`src/rtl/dnn_argmax_pkg.sv`:
```
// Shared types and helpers for the sequential argmax classifier that follows
// the 10-output inference engine.
package dnn_argmax_pkg;

  typedef enum logic [1:0] {
    IDLE = 2'd0,
    SCAN = 2'd1,
    HOLD = 2'd2
  } state_e;

  localparam int N_CLASSES_DEF = 10;
  localparam int IDX_W         = $clog2(N_CLASSES_DEF);

  // The low `width` bits of the result are the two's-complement minimum.
  function automatic logic [31:0] most_neg(input int width);
    return 32'd1 << (width - 1);
  endfunction

endpackage

```
`src/rtl/dnn_argmax_cmp.sv`:
```
// Single-element running-max update: folds one signed score into the current
// best/second/class/tie state. Purely combinational.
module dnn_argmax_cmp #(
  parameter int DATA_WIDTH = 9,
  parameter int IDX_W      = 4
) (
  input  logic [DATA_WIDTH-1:0] score,
  input  logic [IDX_W-1:0]      idx,
  input  logic [DATA_WIDTH-1:0] best,
  input  logic [DATA_WIDTH-1:0] second,
  input  logic [IDX_W-1:0]      cls,
  input  logic                  tie,
  output logic [DATA_WIDTH-1:0] best_nxt,
  output logic [DATA_WIDTH-1:0] second_nxt,
  output logic [IDX_W-1:0]      cls_nxt,
  output logic                  tie_nxt
);

  always_comb begin
    best_nxt   = best;
    second_nxt = second;
    cls_nxt    = cls;
    tie_nxt    = tie;
    if ($signed(score) > $signed(best)) begin
      second_nxt = best;
      best_nxt   = score;
      cls_nxt    = idx;
      tie_nxt    = 1'b0;
    end else if (score == best) begin
      // Equal score: lower index keeps the class, margin collapses to zero.
      tie_nxt    = 1'b1;
      second_nxt = score;
    end else if ($signed(score) > $signed(second)) begin
      second_nxt = score;
    end
  end

endmodule

```
`src/rtl/dnn_argmax_seq.sv`:
```
// Captures the engine's score vector on done, scans it one element per cycle
// and presents class/max/margin/tie through a valid/ready handshake.
module dnn_argmax_seq
  import dnn_argmax_pkg::*;
#(
  parameter int DATA_WIDTH = 9,
  parameter int N_CLASSES  = N_CLASSES_DEF,
  parameter int CNT_WIDTH  = 16
) (
  input  logic                                clk,
  input  logic                                rst,
  input  logic                                reset,
  input  logic                                in_valid,
  input  logic [N_CLASSES-1:0][DATA_WIDTH-1:0] in_data,
  output logic                                in_ready,
  output logic                                out_valid,
  input  logic                                out_ready,
  output logic [$clog2(N_CLASSES)-1:0]        out_class,
  output logic signed [DATA_WIDTH-1:0]        out_max,
  output logic [DATA_WIDTH:0]                 out_margin,
  output logic                                out_tie,
  output logic [CNT_WIDTH-1:0]                out_count
);

  localparam int CW = $clog2(N_CLASSES);
  localparam logic [DATA_WIDTH-1:0] NEG  = DATA_WIDTH'(most_neg(DATA_WIDTH));
  localparam logic [CW-1:0]         LAST = CW'(N_CLASSES - 1);

  state_e                  state_q, state_d;
  logic                    armed_q, armed_d;
  logic [CW-1:0]           idx_q, idx_d;
  logic [DATA_WIDTH-1:0]   best_q, best_d;
  logic [DATA_WIDTH-1:0]   second_q, second_d;
  logic [CW-1:0]           cls_q, cls_d;
  logic                    tie_q, tie_d;
  logic                    in_ready_q, in_ready_d;
  logic                    out_valid_q, out_valid_d;
  logic [CW-1:0]           out_class_q, out_class_d;
  logic [DATA_WIDTH-1:0]   out_max_q, out_max_d;
  logic [DATA_WIDTH:0]     out_margin_q, out_margin_d;
  logic                    out_tie_q, out_tie_d;
  logic [CNT_WIDTH-1:0]    out_count_q, out_count_d;

  logic [DATA_WIDTH-1:0]   scores_q [N_CLASSES];
  logic                    capture;
  logic                    accept;
  logic [DATA_WIDTH-1:0]   cmp_best;
  logic [DATA_WIDTH-1:0]   cmp_second;
  logic [CW-1:0]           cmp_cls;
  logic                    cmp_tie;

  assign capture = in_valid && in_ready_q;
  assign accept  = (state_q == HOLD) && out_valid_q && out_ready;

  // Score storage is loaded only at capture, so it needs no reset.
  generate
    for (genvar gi = 0; gi < N_CLASSES; gi++) begin : g_scores
      always_ff @(posedge clk) begin
        if (capture) scores_q[gi] <= in_data[gi];
      end
    end
  endgenerate

  dnn_argmax_cmp #(
    .DATA_WIDTH (DATA_WIDTH),
    .IDX_W      (CW)
  ) u_cmp (
    .score      (scores_q[idx_q]),
    .idx        (idx_q),
    .best       (best_q),
    .second     (second_q),
    .cls        (cls_q),
    .tie        (tie_q),
    .best_nxt   (cmp_best),
    .second_nxt (cmp_second),
    .cls_nxt    (cmp_cls),
    .tie_nxt    (cmp_tie)
  );

  always_comb begin
    state_d      = state_q;
    armed_d      = armed_q;
    idx_d        = idx_q;
    best_d       = best_q;
    second_d     = second_q;
    cls_d        = cls_q;
    tie_d        = tie_q;
    out_valid_d  = out_valid_q;
    out_class_d  = out_class_q;
    out_max_d    = out_max_q;
    out_margin_d = out_margin_q;
    out_tie_d    = out_tie_q;
    out_count_d  = out_count_q;

    // A held-high done level must drop before another capture is allowed.
    if (capture)        armed_d = 1'b0;
    else if (!in_valid) armed_d = 1'b1;

    case (state_q)
      IDLE: begin
        if (capture) begin
          idx_d    = '0;
          best_d   = NEG;
          second_d = NEG;
          cls_d    = '0;
          tie_d    = 1'b0;
          state_d  = SCAN;
        end
      end
      SCAN: begin
        best_d   = cmp_best;
        second_d = cmp_second;
        cls_d    = cmp_cls;
        tie_d    = cmp_tie;
        idx_d    = idx_q + CW'(1);
        if (idx_q == LAST) begin
          state_d      = HOLD;
          out_valid_d  = 1'b1;
          out_class_d  = cmp_cls;
          out_max_d    = cmp_best;
          out_margin_d = {cmp_best[DATA_WIDTH-1], cmp_best}
                       - {cmp_second[DATA_WIDTH-1], cmp_second};
          out_tie_d    = cmp_tie;
        end
      end
      HOLD: begin
        if (accept) begin
          out_valid_d = 1'b0;
          if (out_count_q != '1) out_count_d = out_count_q + CNT_WIDTH'(1);
          state_d = IDLE;
        end
      end
      default: state_d = IDLE;
    endcase

    if (reset) begin
      state_d      = IDLE;
      armed_d      = 1'b1;
      idx_d        = '0;
      best_d       = '0;
      second_d     = '0;
      cls_d        = '0;
      tie_d        = 1'b0;
      out_valid_d  = 1'b0;
      out_class_d  = '0;
      out_max_d    = '0;
      out_margin_d = '0;
      out_tie_d    = 1'b0;
      out_count_d  = '0;
    end

    in_ready_d = (state_d == IDLE) && armed_d && !reset;
  end

  always_ff @(posedge clk or posedge rst) begin
    if (rst) begin
      state_q      <= IDLE;
      armed_q      <= 1'b1;
      idx_q        <= '0;
      best_q       <= '0;
      second_q     <= '0;
      cls_q        <= '0;
      tie_q        <= 1'b0;
      in_ready_q   <= 1'b0;
      out_valid_q  <= 1'b0;
      out_class_q  <= '0;
      out_max_q    <= '0;
      out_margin_q <= '0;
      out_tie_q    <= 1'b0;
      out_count_q  <= '0;
    end else begin
      state_q      <= state_d;
      armed_q      <= armed_d;
      idx_q        <= idx_d;
      best_q       <= best_d;
      second_q     <= second_d;
      cls_q        <= cls_d;
      tie_q        <= tie_d;
      in_ready_q   <= in_ready_d;
      out_valid_q  <= out_valid_d;
      out_class_q  <= out_class_d;
      out_max_q    <= out_max_d;
      out_margin_q <= out_margin_d;
      out_tie_q    <= out_tie_d;
      out_count_q  <= out_count_d;
    end
  end

  assign in_ready   = in_ready_q;
  assign out_valid  = out_valid_q;
  assign out_class  = out_class_q;
  assign out_max    = out_max_q;
  assign out_margin = out_margin_q;
  assign out_tie    = out_tie_q;
  assign out_count  = out_count_q;

endmodule
```
`config.mk`:
```
export PLATFORM = sky130hd
export DESIGN_NAME = dnn_argmax_seq
export DESIGN_NICKNAME = d
export VERILOG_FILES = /design/src/rtl/dnn_argmax_pkg.sv /design/src/rtl/dnn_argmax_cmp.sv /design/src/rtl/dnn_argmax_seq.sv
export SDC_FILE = /design/constraint.sdc
export NUM_CORES = 1
export LEC_CHECK = 0
export CORE_MARGIN = 2
export CORE_UTILIZATION = 40
export CTS_CLUSTER_SIZE = 16
export DETAILED_ROUTE_END_ITERATION = 10
export PLACE_DENSITY = 0.75
export REMOVE_ABC_BUFFERS = 1
export SYNTH_ARGS = -nofsm -noshare
export SYNTH_HDL_FRONTEND = slang
export SYNTH_SLANG_ARGS = --single-unit
```
`constraint.sdc`:
```
create_clock -name clk -period 6.95 [get_ports clk]
set_input_delay 1.39 -clock clk [delete_from_list [all_inputs] [get_ports clk]]
set_output_delay 1.39 -clock clk [all_outputs]
set_load 0.01 [all_outputs]
```
# After elaboration in Yosys (flattened, before gate mapping)
# Memories as Yosys holds them, arrays and structs flattened.
# Cells that the tools add are included.
[word_totals]
in_bits = 95
n_memories = 1
regBits = 72
wordCells = 97
out_inout_bits = 42
ramBits = 90
[memory_table]
columns = ["name", "depth", "word_bits", "read_ports", "rd_clocked_by_memory_dff", "write_ports", "line_no", "source"]
rows = [
  ["scores_q", 10, 9, 1, 0, 10, "dnn_argmax_seq.sv:44", "logic [DATA_WIDTH-1:0] scores_q [N_CLASSES];"],
]
[classes]
magnitude_cmp = 2
n_addsub = 3
n_reduce_logical = 19
n_eq_ne = 8
mux = 50
[ops]
columns = ["op", "n"]
rows = [
  ["2-to-1 mux 9 bit", 10],
  ["2-to-1 mux 16 bit", 4],
  ["case mux 9 bit (2 select lines)", 2],
  ["2-to-1 mux 10 bit", 3],
  ["2-to-1 mux 4 bit", 7],
  ["> comparator 9 bit", 2],
  ["adder 16 x 1 -> 16 bit (second input constant)", 1],
  ["inequality test 16 bit (second input constant)", 1],
  ["case mux 4 bit (2 select lines)", 2],
  ["2-to-1 mux 1 bit", 15],
  ["nonzero test 2 bit", 5],
  ["subtractor 9 x 9 -> 10 bit", 1],
  ["equality test 9 bit", 1],
  ["inequality test 3 bit (second input constant)", 3],
  ["2-to-1 mux 2 bit", 4],
  ["case mux 2 bit (3 select lines)", 1],
  ["AND reduction 3 bit", 2],
  ["nonzero test 3 bit", 2],
  ["logical AND 1 bit", 5],
  ["adder 4 x 1 -> 4 bit (second input constant)", 1],
  ["equality test 4 bit (second input constant)", 1],
  ["logical NOT 2 bit", 2],
  ["case mux 1 bit (2 select lines)", 2],
  ["AND reduction 2 bit", 2],
  ["other kinds (3)", 3],
]

# Depth between registers and ports, before layout
# Gate-level depths: netlist (run 1).
[logic_depth]
depth_word = 9
depth_mapped = 26
depth_no_buf = 22

# Modules after synthesis
# Synthesis (run 1) repeated with hierarchy kept, for this count alone.
[unflattened]
cells_unflattened = 653
area_unflattened_um2 = 7851.3
[modules_own_cells]
columns = ["module", "instances", "seq_area_each_um2", "cells_each", "area_each_um2"]
rows = [
  ["dnn_argmax_seq", 1, 4505.6, 511, 6902.9],
  ["dnn_argmax_cmp", 1, 0.0, 142, 948.4],
]

# Least setup slack after synthesis (run 1)
# Ideal clock, no wire load.
[synth_path]
kind = "input to register"
start = "input in_valid"
end = "register best_q[0]"
stages = 6
setup_time_ns = 0.121
setup_slack_ns = 2.106
n_path_buf = 1
arrival_time_ns = 4.723
required_ns = 6.829
cell_sequence = "and2_1 -> nor2_1 -> o21ai_1 -> nand2_1 -> buf_2 -> a22o_1"
[synth_between]
elab_chain_cells = 3
[synth_rtl]
columns = ["item", "line_no", "source"]
rows = [
  ["start: declaration", "dnn_argmax_seq.sv:13", "input logic in_valid,"],
  ["logical AND 1 bit", "dnn_argmax_seq.sv:52", "assign capture = in_valid && in_ready_q;"],
  ["inequality test 3 bit (no source line)", "n/a", ""],
  ["AND reduction 2 bit (no source line)", "n/a", ""],
  ["end signal: assignment", "dnn_argmax_seq.sv:175", "best_q <= best_d;"],
  ["end: declaration", "dnn_argmax_seq.sv:32", "logic [DATA_WIDTH-1:0] best_q, best_d;"],
]
# No other way between the ends.
# A chain may end at the register's enable or synchronous reset.

# Worst setup path after layout (run 1)
[layout_path]
start = "register idx_q[0]"
end = "register out_margin_q[7] (netlist: out_margin[7])"
[layout_between]
elab_chain_cells = 9
word_cells_on_any_way = 15
classes_between = "add/sub: 1; order compare: 2; eq/ne: 2; mux: 7; reduce/logical: 2; memory: 1"
[layout_rtl]
columns = ["item", "line_no", "source"]
rows = [
  ["start: declaration", "dnn_argmax_seq.sv:31", "logic [CW-1:0] idx_q, idx_d;"],
  ["start signal: assignment", "dnn_argmax_seq.sv:174", "idx_q <= idx_d;"],
  ["memory read (10 x 9 bit)", "n/a", ""],
  ["> comparator 9 bit", "dnn_argmax_cmp.sv:33", "end else if ($signed(score) > $signed(second)) begin"],
  ["2-to-1 mux 9 bit", "dnn_argmax_cmp.sv:33", ""],
  ["2-to-1 mux 9 bit", "dnn_argmax_cmp.sv:29", "end else if (score == best) begin"],
  ["2-to-1 mux 9 bit", "dnn_argmax_cmp.sv:24", "if ($signed(score) > $signed(best)) begin"],
  ["subtractor 9 x 9 -> 10 bit", "dnn_argmax_seq.sv:122", "- {cmp_second[DATA_WIDTH-1], cmp_second};"],
  ["2-to-1 mux 10 bit", "dnn_argmax_seq.sv:116", "if (idx_q == LAST) begin"],
  ["2-to-1 mux 10 bit", "dnn_argmax_seq.sv:99", "case (state_q)"],
  ["2-to-1 mux 10 bit", "dnn_argmax_seq.sv:136", "if (reset) begin"],
  ["end signal: assignment", "dnn_argmax_seq.sv:183", "out_margin_q <= out_margin_d;"],
  ["end: declaration", "dnn_argmax_seq.sv:40", "logic [DATA_WIDTH:0] out_margin_q, out_margin_d;"],
]
# Parallel ways exist; a longest one is shown, timed or not. The select of a mux whose other input is x is not followed.

==> results of run 1 <==
==> where the power goes <==
part | leakage [uW] | switching [uW] | internal [uW]
Sequential | 0.00183 | 20.3 | 1060
Combinational | 0.00167 | 225 | 196
Clock | 0.000297 | 437 | 520
Total | 0.00379 | 683 | 1770
==> layout by cell type, fill, tap and decap left out, drive strengths merged, types with 3 or more instances in the layout <==
cell           instances
nand2b                 4
nand3                 18
dfrtp                 71
a22o                  13
nor2b                 15
mux2                   7
o22ai                  3
o21a                   6
a21oi                 38
nor3                   7
nor2                  53
nand4                  7
xor2                   8
a31oi                  4
or3                    7
a311oi                 3
clkdlybuf4s50        136
ha                    30
o21ai                 51
a31o                   7
xnor2                  7
clkbuf                17
nand2                 34
mux4                  18
mux2i                 16
inv                   44
a21o                   4
buf                    8
edfxtp                90
a211oi                 9
==> routing by layer <==
layer,vias up,share of wire (%),track usage [%]
li1,2611,-,-
met1,2626,46,23.6
met2,162,47,27.3
met3,19,5.5,4.01
met4,0,1.6,5.98
met5,-,0,0
==> cell type report <==
class	instances	area (sq um)
clock buffer	17	425
clock inverter	15	179
fill	1670	9410
inverter	32	120
multi-input combinational	401	3010
sequential	162	4510
tap	265	332
timing repair buffer	144	1420
==> how the worst max path moves through the flow <==
| stage | end | slack, ns | depth (start not counted) |
|---|---|---|---|
| 3_3_place_gp | out_margin[7] | 1.28 | 18 |
| 3_5_place_dp | out_margin[7] | 1.16 | 20 |
| 4_1_cts | out_margin[7] | 1.13 | 20 |
| 6_report | out_margin[7] | 1.20 | 20 |
| 5_1_grt | out_margin[7] | 0.63 | 20 |
| 2_1_floorplan | out_margin[7] | 0.04 | 19 |
==> kinds of logic after synthesis <==
| group | after synthesis | synth area share (%) |
|---|---|---|
| simple gates | 157 | 9.61 |
| buf+inv | 60 | 4.61 |
| xor+xnor | 15 | 1.67 |
| flops | 162 | 57.3 |
| fa+ha+maj | 31 | 5.03 |
| compound gates | 157 | 13.2 |
| mux | 41 | 8.57 |
==> worst register-to-register path, stage by stage (launching register included) <==
cell,delay (ns)
dfrtp_2,0.82
mux4_1,0.63
nor2b_1,0.14
a211oi_1,0.24
a21oi_1,0.15
ha_1,0.38
nor2b_1,0.14
o21a_1,0.16
o21a_1,0.19
o211ai_1,0.61
nand3_1,0.19
a31oi_1,0.32
inv_1,0.08
ha_1,0.26
nor2b_1,0.12
o21ai_0,0.19
a21oi_1,0.12
o21ai_0,0.23
a21oi_1,0.15
nor4b_1,0.17
a311o_1,0.33
==> metrics by stage <==
step	hold slack, ns	setup WS [ns]	cell area, sq um	utilization, %
2_1_floorplan	0.462	0.0404	7620	-
3_3_place_gp	0.462	1.28	9390	48.4
3_5_place_dp	0.466	1.16	9390	48.4
4_1_cts	0.481	1.13	9990	51.5
5_1_grt	0.520	0.630	9990	51.5
6_report	0.472	1.20	9990	51.5
==> sequential cells by signal, summed over array words and instances, names as in the netlist <==
signal,cells
out_valid,1
best_q,9
out_margin,10
out_count,16
out_max,9
scores_q,90
out_class,4
out_tie,1
idx_q,4
armed_q,1
in_ready,1
state_q,2
second_q,9
cls_q,4
tie_q,1
==> qor.csv, run 1 <==
stage;metric;value;unit
timing;slew_headroom;25.8;%
floorplanning;dieHeight;144;microns
critical_path;rrSetupSlack;1.20;ns
synthesis;netlist_area;7870;sq um
timing;finalSetupViolations;0;
clocking;postCtsHoldBufs;0;
timing;skew;0.0135;ns
critical_path;reg2reg_depth;20;
pwr;ir_worst_vdd;0.197;mV
synthesis;yosysSeqAreaShare;57.3;%
critical_path;cp_num_buf_inv;1;
worst_hold_path;holdCritStartpoint;out_tie;
critical_path;worstSetupStartpointType;flop;
clocking;cts_tree;yes;
run_status;outcome;finished, final reports clean;
critical_path;cp.required;7.27;ns
global_routing;antenna_found_initial;0;
timing;layout_min_cycle_time;5.75;ns
global_routing;grt_pass1_vias;5360;
clocking;clkSlewWorstSetupHoldPaths;0.07;ns
critical_path;worst-setup-path-type;reg -> reg;
clocking;postCtsSetupBuffers;0;
global_routing;grt_pass1_wl;27500;microns
clocking;cts_buffers;17;
layout;finalNonFillerCells;1036;
route;wl_per_cell;16.3;microns
route;firstDrtPassIters;5;
global_routing;grt_use_total;17.3;%
critical_path;crit_path_start;idx_q[0];
worst_hold_path;holdPathEnd;out_tie;
layout;syn2layout_area_growth;27.0;%
timing;tns;0;ns
floorplanning;start_util;40.5;%
synthesis;synth.avg_cell_area;12.6;sq um
floorplanning;io_pins;137;
clocking;insertion_delay;0.44;ns
timing;timing.fmax;0.174;GHz
floorplanning;die_area;20800;sq um
critical_path;cpPeakStageDelay;0.82;ns
critical_path;slowest_stage;dfrtp_2;
clocking;cts_sinks;162;
timing;drv_slew;0;
critical_path;rr_startpoint;idx_q[0];
placement;port_buffers;136;
run;max_cap_viol_count;0;
clocking;cts_root_buf;clkbuf_16;
floorplanning;fp.dieW;144;microns
critical_path;cp_max_fo;23;
timing;tightest_slew;1.11;ns
synthesis;ys_types;63;
clocking;ctsResizeCount;0;
synthesis;synth-edff-count;90;
global_routing;grt_max_degree;92;
critical_path;arrival;6.07;ns
synthesis;synth.most_common_cell;edfxtp_1;
synthesis;ys_top_cells_by_area;edfxtp_1 34%, dfrtp_1 23%, ha_1 4.8%, mux4_2 3.1%, o21ai_0 3.1%;
route;drt_wl_total;16900;microns
placement;dp.cells;1004;
route;antenna_left;0;
synthesis;netlist_instances;623;
synthesis;synthArstFlopShare;44.4;%
clocking;htree_levels;4;
layout;fin_nets;884;
critical_path;path_cells;mux4_1, nor2b_1, a211oi_1, a21oi_1, ha_1, nor2b_1, o21a_1, o21a_1, o211ai_1, nand3_1, a31oi_1, inv_1, ha_1, nor2b_1, o21ai_0, a21oi_1, o21ai_0, a21oi_1, nor4b_1, a311o_1;
synthesis;netlist.area_leader.share;34.4;%
synthesis;yosysTopAreaCell;edfxtp_1;
pwr;power_leakage;0.00379;uW
floorplanning;core_area;19400;sq um
placement;dpl.hpwl;11900;microns
pwr;power;2450;uW
layout;drive_above_1_share;10.4;%
placement;gp_congestion;0.886;
critical_path;crit_family;compound AO/OA/AOI/OAI gates;
worst_hold_path;hp-class;reg -> reg;
synthesis;synth_ff_type;edfxtp_1;
timing;hold_viol;0;
layout;num_antenna_cells;0;
pwr;p_per_area;246;nW/um^2
worst_hold_path;min_path_cells;2;
floorplanning;rows;51;
global_routing;grt_overflow_total;0;
route;drtIter0Drc;340;
synthesis;ys_top_cells_by_count;90 x edfxtp_1, 71 x dfrtp_1, 53 x nor2_1;
route;vias;5418;
timing;rsz0062_at_grt;no;
route;via_per_inst;5.23;
critical_path;rr_endpoint;out_margin[7];
synthesis;synth_warnings;0;
critical_path;end_kind;flop;
clocking;cts_buffer_depth;2;
route;drc;0;
synthesis;synth_seq_cells;162;
timing;period_share;82.8;%
No activity file was read; power rests on OpenSTA's default activity.
==> run 2, diff against run 1 <==
==> constraint.sdc (replaced) <==
create_clock -name clk -period 5.51 [get_ports clk]
set_input_delay 1.102 -clock clk [delete_from_list [all_inputs] [get_ports clk]]
set_output_delay 1.102 -clock clk [all_outputs]
set_load 0.01 [all_outputs]
==> qor.csv, run 2 (synthesis results as in run 1) <==
stage;metric;value;unit
floorplanning;rows;51;
floorplanning;dieHeight;144;microns
clocking;cts_root_buf;clkbuf_16;
floorplanning;die_area;20800;sq um
placement;gp_congestion;0.925;
clocking;cts_sinks;162;
layout;fin_nets;898;
layout;syn2layout_area_growth;28.3;%
pwr;ir_worst_vdd;0.219;mV
floorplanning;start_util;40.5;%
layout;multi_input_area;3020;sq um
floorplanning;fp.dieW;144;microns
pwr;power_leakage;0.00384;uW
critical_path;arrival;5.40;ns
layout;num_antenna_cells;0;
global_routing;antenna_found_initial;0;
clocking;postCtsHoldBufs;0;
route;wl_per_cell;16.5;microns
pwr;combPwrFrac;18.7;%
global_routing;grt_use_total;17.4;%
route;vias;5374;
layout;nFillCells;1720;
critical_path;cp.required;5.81;ns
clocking;clkSlewWorstSetupHoldPaths;0.06;ns
route;via_per_inst;5.12;
critical_path;cp_max_fo;11;
timing;drv_slew;0;
critical_path;worst-setup-path-type;reg -> reg;
clocking;cts_buffer_depth;2;
placement;dp.cells;1017;
clocking;cts_buffers;17;
layout;regArea;4510;sq um
route;drt_wl_total;17400;microns
placement;port_buffers;136;
global_routing;grt_pass1_wl;27900;microns
timing;hold_viol;0;
placement;dpl.hpwl;12600;microns
global_routing;grt_max_degree;92;
clocking;insertion_delay;0.43;ns
timing;skew;0.0210;ns
critical_path;crit_path_start;idx_q[0];
critical_path;worstSetupStartpointType;flop;
global_routing;grt_overflow_total;0;
pwr;p_seq_share;44.5;%
clocking;htree_levels;4;
run_status;outcome;finished, final reports clean;
pwr;p_int;2230;uW
pwr;switchingPower;816;uW
layout;drive_above_1_share;11.8;%
layout;layout_commonest_cell;clkdlybuf4s50_1;
critical_path;end_kind;flop;
timing;period_share;92.5;%
pwr;switching_share;26.8;%
timing;layout_min_cycle_time;5.10;ns
timing;slew_headroom;24.1;%
route;firstDrtPassIters;5;
worst_hold_path;holdCritStartpoint;cls_q[3];
layout;final_area;10100;sq um
route;antenna_left;0;
timing;finalSetupViolations;0;
clocking;cts_tree;yes;
route;drc;0;
worst_hold_path;hp-class;reg -> reg;
placement;place_area;9510;sq um
layout;largest_reg_flops;90;
critical_path;rr_startpoint;idx_q[0];
timing;tightest_slew;1.14;ns
run;max_cap_viol_count;0;
global_routing;grt_pass1_vias;5344;
pwr;power;3040;uW
layout;finalNonFillerCells;1050;
floorplanning;io_pins;137;
layout;final_cell_mix;136 x clkdlybuf4s50_1, 90 x edfxtp_1, 70 x dfrtp_1;
timing;timing.fmax;0.196;GHz
floorplanning;core_area;19400;sq um
pwr;p_per_area;302;nW/um^2
pwr;pwr-share-clk;36.9;%
layout;top_register;scores_q;
route;drtIter0Drc;278;
run 2: cell types whose count changed in the layout (fill, tap and decap cells not counted), moves of 2 or more:
cell,delta
buf_4,+12
inv_8,-8
clkinv_4,+4
buf_12,+2
clkinvlp_4,+2
run 2: worst paths after layout:
path	cells past startpoint	end	slack (ns)
max in group asynchronous	3	armed_q	3.28
worst max register to register	20	out_margin[7]	0.41
min in group asynchronous	2	out_count[0]	1.27
worst min-delay path	1	cls_q[3]	0.49
worst min register to register	1	cls_q[3]	0.49
worst max-delay path	20	out_margin[7]	0.41
run 2: metal layers:
| metal | part of all wire, % | GRT usage (%) |
|---|---|---|
| met5 | 0 | 0 |
| met3 | 5.6 | 3.41 |
| met1 | 47 | 24.2 |
| met2 | 46 | 27.6 |
| met4 | 0.81 | 5.93 |
run 2: worst max-delay path, stage by stage, from the launching register on:
cell	delay (ns)
dfrtp_4	0.55
buf_12	0.18
mux4_2	0.50
nor2b_1	0.15
a211oi_2	0.24
a21oi_2	0.10
ha_1	0.34
nand4_1	0.11
or3_1	0.40
o21ai_1	0.26
o21ai_0	0.20
a31oi_1	0.31
inv_1	0.08
ha_1	0.27
nor2b_1	0.12
o21ai_0	0.20
a21oi_1	0.11
o21ai_0	0.23
a21oi_1	0.14
nor4b_1	0.16
a311o_1	0.33
run 2: what timing repair did:
item,in CTS,in global routing
endpoints found under the setup margin,0,4
buffers inserted,0,1
resized for setup,0,4
hold endpoints to repair,0,0
run 2: power by group through the flow:
| stage | clock network (uW) | registers (uW) | logic [uW] |
|---|---|---|---|
| finish | 1120 | 1350 | 569 |
| global route | 1200 | 1360 | 632 |
| CTS | 1140 | 1350 | 560 |
| detailed placement | 0 | 1380 | 557 |
| global placement | 0 | 1380 | 552 |
| floorplan | 0 | 1380 | 356 |
run 2: cell type report:
class,count,share of cell area (%)
Inverter,32,1.19
Tap cell,265,3.29
Multi-Input combinational cell,401,29.9
Clock buffer,18,4.25
Clock inverter,14,1.30
Sequential cell,162,44.7
Timing Repair Buffer,158,15.4
run 2: metrics by stage:
stage	utilization [%]	setup slack, ns	TNS, ns	hold slack [ns]
floorplan	-	-1.40	-13.57	0.462
global placement	49.0	0.362	0	0.471
detailed placement	49.0	0.314	0	0.482
CTS	51.9	0.256	0	0.497
global route	52.0	-0.00578	-0.00578	0.521
finish	52.0	0.414	0	0.492
